===== config.mk =====
export PLATFORM = sky130hd
export DESIGN_NAME = parity_rr_arbiter
export DESIGN_NICKNAME = d
export VERILOG_FILES = /design/src/rtl/parity_rr_arbiter.sv
export SDC_FILE = /design/constraint.sdc
export NUM_CORES = 1
export LEC_CHECK = 0
export BUFFER_PORTS_ARGS = -buffer_cell sky130_fd_sc_hd__clkbuf_2
export CORE_ASPECT_RATIO = 1.1
export CORE_MARGIN = 10
export CORE_UTILIZATION = 52
export CTS_BUF_LIST = sky130_fd_sc_hd__clkbuf_16
export CTS_CLUSTER_SIZE = 16
export DETAILED_ROUTE_END_ITERATION = 8
export GPL_ROUTABILITY_DRIVEN = 0
export PLACE_DENSITY = 0.85
export SYNTH_ARGS = -nofsm -noshare
export SYNTH_HDL_FRONTEND = slang
export SYNTH_SLANG_ARGS = --single-unit

===== constraint.sdc =====
create_clock -name clk -period 2.6 [get_ports clk]
set_input_delay 0.39 -clock clk [delete_from_list [all_inputs] [get_ports clk]]
set_output_delay 0.39 -clock clk [all_outputs]
set_load 0.03 [all_outputs]

===== src/rtl/parity_rr_arbiter.sv =====
// parity_rr_arbiter
//   Shares one W-bit XOR-chain parity unit among NREQ requesters.
//   A round-robin arbiter accepts one word at a time over a valid/ready
//   handshake. It computes the word's parity in a single calculation cycle
//   and returns the word, its parity and the requester index through a
//   valid/ready response port.
//
// Ports
//   clk        : rising-edge clock
//   rst_n      : asynchronous active-low reset
//   req_valid  : [NREQ]   requester i presents a word
//   req_data   : [NREQ*W] requester i's word at [i*W +: W]
//   req_ready  : [NREQ]   one-hot grant, combinational, only in IDLE
//   rsp_valid  : response available
//   rsp_id     : [IDW]    index of the requester served
//   rsp_data   : [W]      captured word
//   rsp_parity : XOR of all bits of rsp_data
//   rsp_ready  : consumer accepts the response
//   busy       : high whenever the FSM is not in IDLE
module parity_rr_arbiter #(
  parameter int NREQ = 4,
  parameter int W    = 4,
  localparam int IDW = (NREQ > 1) ? $clog2(NREQ) : 1
) (
  input  logic              clk,
  input  logic              rst_n,
  input  logic [NREQ-1:0]   req_valid,
  input  logic [NREQ*W-1:0] req_data,
  output logic [NREQ-1:0]   req_ready,
  output logic              rsp_valid,
  output logic [IDW-1:0]    rsp_id,
  output logic [W-1:0]      rsp_data,
  output logic              rsp_parity,
  input  logic              rsp_ready,
  output logic              busy
);

  typedef enum logic [1:0] {
    IDLE = 2'd0,
    CALC = 2'd1,
    RESP = 2'd2
  } state_t;

  state_t         state_r;
  state_t         state_next_s;
  logic [IDW-1:0] last_grant_r;
  logic [IDW-1:0] cap_id_r;
  logic [W-1:0]   cap_data_r;
  logic [IDW-1:0] grant_s;
  logic           any_s;
  logic [W-1:0]   sel_data_s;

  // Chained XOR: p0 = d0^d1, p1 = p0^d2, ... (1 = odd number of ones).
  function automatic logic parity_of(input logic [W-1:0] d);
    logic p;
    p = d[0];
    for (int i = 1; i < W; i++) begin
      p = p ^ d[i];
    end
    return p;
  endfunction

  // Candidate index at rotation offset k after the last grant, with wrap.
  function automatic logic [IDW-1:0] rr_index(input logic [IDW-1:0] last, input int k);
    int sum;
    sum = (int'(last) + k) % NREQ;
    return IDW'(sum);
  endfunction

  // Round-robin search: first valid requester after last_grant_r.
  always_comb begin
    grant_s = '0;
    any_s   = 1'b0;
    for (int k = 1; k <= NREQ; k++) begin
      if (!any_s && req_valid[rr_index(last_grant_r, k)]) begin
        any_s   = 1'b1;
        grant_s = rr_index(last_grant_r, k);
      end else begin
        any_s = any_s;
      end
    end
    sel_data_s = req_data[grant_s*W +: W];
  end

  // One-hot grant, only offered while IDLE.
  always_comb begin
    req_ready = '0;
    if (state_r == IDLE && any_s) begin
      req_ready[grant_s] = 1'b1;
    end else begin
      req_ready = '0;
    end
  end

  // Next-state logic for IDLE -> CALC -> RESP -> IDLE.
  always_comb begin
    state_next_s = state_r;
    case (state_r)
      IDLE: begin
        if (any_s) begin
          state_next_s = CALC;
        end else begin
          state_next_s = IDLE;
        end
      end
      CALC: state_next_s = RESP;
      RESP: begin
        if (rsp_ready) begin
          state_next_s = IDLE;
        end else begin
          state_next_s = RESP;
        end
      end
      default: state_next_s = IDLE;
    endcase
  end

  // State register, capture path and registered response outputs.
  always_ff @(posedge clk or negedge rst_n) begin
    if (!rst_n) begin
      state_r      <= IDLE;
      last_grant_r <= IDW'(NREQ - 1);
      cap_id_r     <= '0;
      cap_data_r   <= '0;
      rsp_valid    <= 1'b0;
      rsp_id       <= '0;
      rsp_data     <= '0;
      rsp_parity   <= 1'b0;
      busy         <= 1'b0;
    end else begin
      state_r <= state_next_s;
      busy    <= (state_next_s != IDLE);
      case (state_r)
        IDLE: begin
          if (any_s) begin
            cap_data_r   <= sel_data_s;
            cap_id_r     <= grant_s;
            last_grant_r <= grant_s;
          end
        end
        CALC: begin
          rsp_data   <= cap_data_r;
          rsp_id     <= cap_id_r;
          rsp_parity <= parity_of(cap_data_r);
          rsp_valid  <= 1'b1;
        end
        RESP: begin
          if (rsp_ready) begin
            rsp_valid <= 1'b0;
          end
        end
        default: rsp_valid <= 1'b0;
      endcase
    end
  end

endmodule


==> out/qor.txt <==
outcome: finished, final reports clean
antenna violations before repair: 0
CP cell instances: nand2b_1 > a21oi_2 > nor3_4 > nand2_1 > nor2_1 > clkbuf_2
total number of vias: 885
HP Class: input port to async pin
Critical Path Source: last_grant_r[0]$_DFFE_PN1P_
Clock Latency Late Sink: 250 ps
fin. max-slew vios: 0
layout cell share with drive strength beyond 1: 0.407
CTS H-tree depth: 1
net count of the finished layout: 159
Crit path max-delay family: simple AND/OR/NAND/NOR gates
WS Path Type: flop to output port
post-synthesis register bit count: 19
Area Overhead vs Synth: 24.1%
synthesized cell area: 1060 um^2
internal power: 1.03 mW
Required @ worst endpoint: 2210 ps
Max FO, Critical Path: 8
ranking of synthesized cells by area: dfrtp_1 40%, mux2_2 6.4%, dfstp_2 5.0%
post-CTS setup buffer count: 0
filler cell count in the final layout: 169
number of global-route vias before repair: 957
Die ar.: 4240 um^2
Initial Util: 0.534
hold violation count in the final report: 0
Combinational Power Share: 0.512
CP arrival: 2020 ps
switching fraction of total power: 0.436
post-cts hold buffer count: 0
Longest Clk Path Bufs: 2
maximum clock frequency: 415 MHz
Cell variety after synth: 35
Die Wd: 63.0 um
Clock Power Share: 0.179
post-route clock skew: 1.11 ps
Total Wirelength: 2.55 mm
Worst setup EP type: output port
post-CTS sizing: 0
Final ANT Viol Nets: 0
Post-Syn Nets: 123
Reg clk slew, reported paths: 60 ps
GRT Overall Usage: 0.124
total CTS buffers: 3
Final setup viols: 0
gr ovfl total: 0
initial drt markers: 21
Syn Area/Cell: 10.6 um^2
area of the multi-input gates: 532 um^2
Crit-path slowest cell: dfstp_2
drt drc: 0
first-pass GRT wire length: 4.27 mm
clk sinks: 19
max-cap viol count: 0
post-synthesis instance total: 100
R2R Path Start: last_grant_r[1]$_DFFE_PN1P_
post-layout min period: 2410 ps
IO Count: 36
post-synth top area share: 0.402
Floorplan Core Area: 1980 um^2
NetSw: 0.799 mW
yosys warns: 0
sequential area share after synthesis: 0.452
Max stage delay on crit path: 570 ps
routed vias/inst: 5.43
FF+latch area: 478 um^2
CP Launch Type: flop
PD cells: 1390 nW/um^2
final setup TNS: 0 ps
post-route clock period utilization: 0.927
Row Count: 17
DR WL/cell: 15.7 um
area leader, netlist: dfrtp_1
chip height: 67.3 um
ANT cells: 0
Buf/Inv on CP: 1
root buffer cell: clkbuf_16
port bufs: 35
worst-margin pin slew: 473 ps
Slew headroom: 0.684
detailed-router iteration count before antenna repair: 4
largest net degree at the start of global routing: 20
worst slack at placement: 413 ps
Seq pwr share: 0.310
CTS tree: yes
Leak: 0.603 nW
worst IR drop on VDD: 0.712 mV
RSZ-0062 raised after global routing: false
post-detail-place hpwl: 2.00 mm
worst setup margin: 189 ps
-- cells by family after synthesis --
group | Yosys count | share of synthesized area
simple gates | 37 | 0.182
compound gates | 24 | 0.185
flops | 19 | 0.452
mux | 11 | 0.111
buf+inv | 6 | 0.0450
xor+xnor | 3 | 0.0249
-- path summary, 6_finish.rpt --
check	to	slack, ps	cells after the start
setup / recovery	req_ready[3]	190	6
hold / removal	rsp_data[3]$_DFFE_PN0P_	80	1
setup reg to reg	cap_data_r[2]$_DFFE_PN0P_	740	5
hold reg to reg	cap_id_r[1]$_DFFE_PN0P_	480	2
max in group asynchronous	last_grant_r[0]$_DFFE_PN1P_	2170	1
min in group clk	rsp_valid$_DFFE_PN0P_	420	3
-- synth_stat cells, drive strengths merged --
library cell,count
xnor2,3
inv,2
o21ai,4
or2,1
a31o,3
o21a,1
a21oi,6
a2111oi,1
a211oi,1
dfrtp,17
dfstp,2
or3,1
nor3,3
o31ai,3
nor2,13
nand2,9
mux2i,5
o22ai,1
o31a,3
a21bo,1
mux2,6
or3b,1
nor4,2
nand3,1
clkbuf,1
nor3b,2
nand2b,4
buf,3
-- routing by layer --
metal	track usage	vias to the layer above	wire (um)	share of wire
li1	-	430	-	-
met1	0.133	414	1050	0.41
met2	0.211	34	1200	0.47
met3	0.0496	7	231	0.090
met4	0.0670	0	70	0.027
met5	0	-	0	0
-- state kept, by name, indices dropped and copies added, names as in the netlist --
signal        count
rsp_data          4
rsp_valid         1
rsp_id            2
cap_id_r          2
busy              1
state_r           2
cap_data_r        4
rsp_parity        1
last_grant_r      2
-- layout make-up --
type / count / share of cell area
flip-flops and latches: 19 / 0.364
well taps: 28 / 0.0267
clock buffers: 3 / 0.0572
inverters: 2 / 0.00763
repair buffers: 35 / 0.133
clock inverters: 1 / 0.00572
multi-input cells: 75 / 0.405
-- power by group through the flow --
stage | sequential, mW | clock [mW] | combinational [mW]
after floorplan | 0.692 | 0 | 0.638
after global placement | 0.563 | 0 | 0.913
after global routing | 0.587 | 0.344 | 1.02
final | 0.567 | 0.327 | 0.936
after CTS | 0.568 | 0.329 | 0.947
after detailed placement | 0.572 | 0 | 0.942
-- per-stage QoR --
| step | util | hold slack (ps) | instances | power [mW] | area [um^2] |
|---|---|---|---|---|---|
| final | 0.664 | 79.8 | 163 | 1.83 | 1310 |
| after global routing | 0.664 | 125 | 163 | 1.96 | 1310 |
| after CTS | 0.664 | 102 | 163 | 1.84 | 1310 |
| after detailed placement | 0.622 | 372 | 159 | 1.51 | 1230 |
| after global placement | 0.622 | 358 | 159 | 1.48 | 1230 |
| after floorplan | - | 94.4 | 100 | 1.33 | 1060 |
-- layout by cell type, fill, tap and decap left out, drive strengths merged, types with 2 or more instances in the layout --
master,count
a21oi,6
dfstp,2
o21ai,4
mux2,6
a31o,3
o31a,3
nand2,9
dfrtp,17
nor2,13
xnor2,3
mux2i,5
inv,2
nor3,3
nand2b,4
nor4,2
nor3b,2
o31ai,3
clkbuf,38
(Power assumes the default switching activity.)
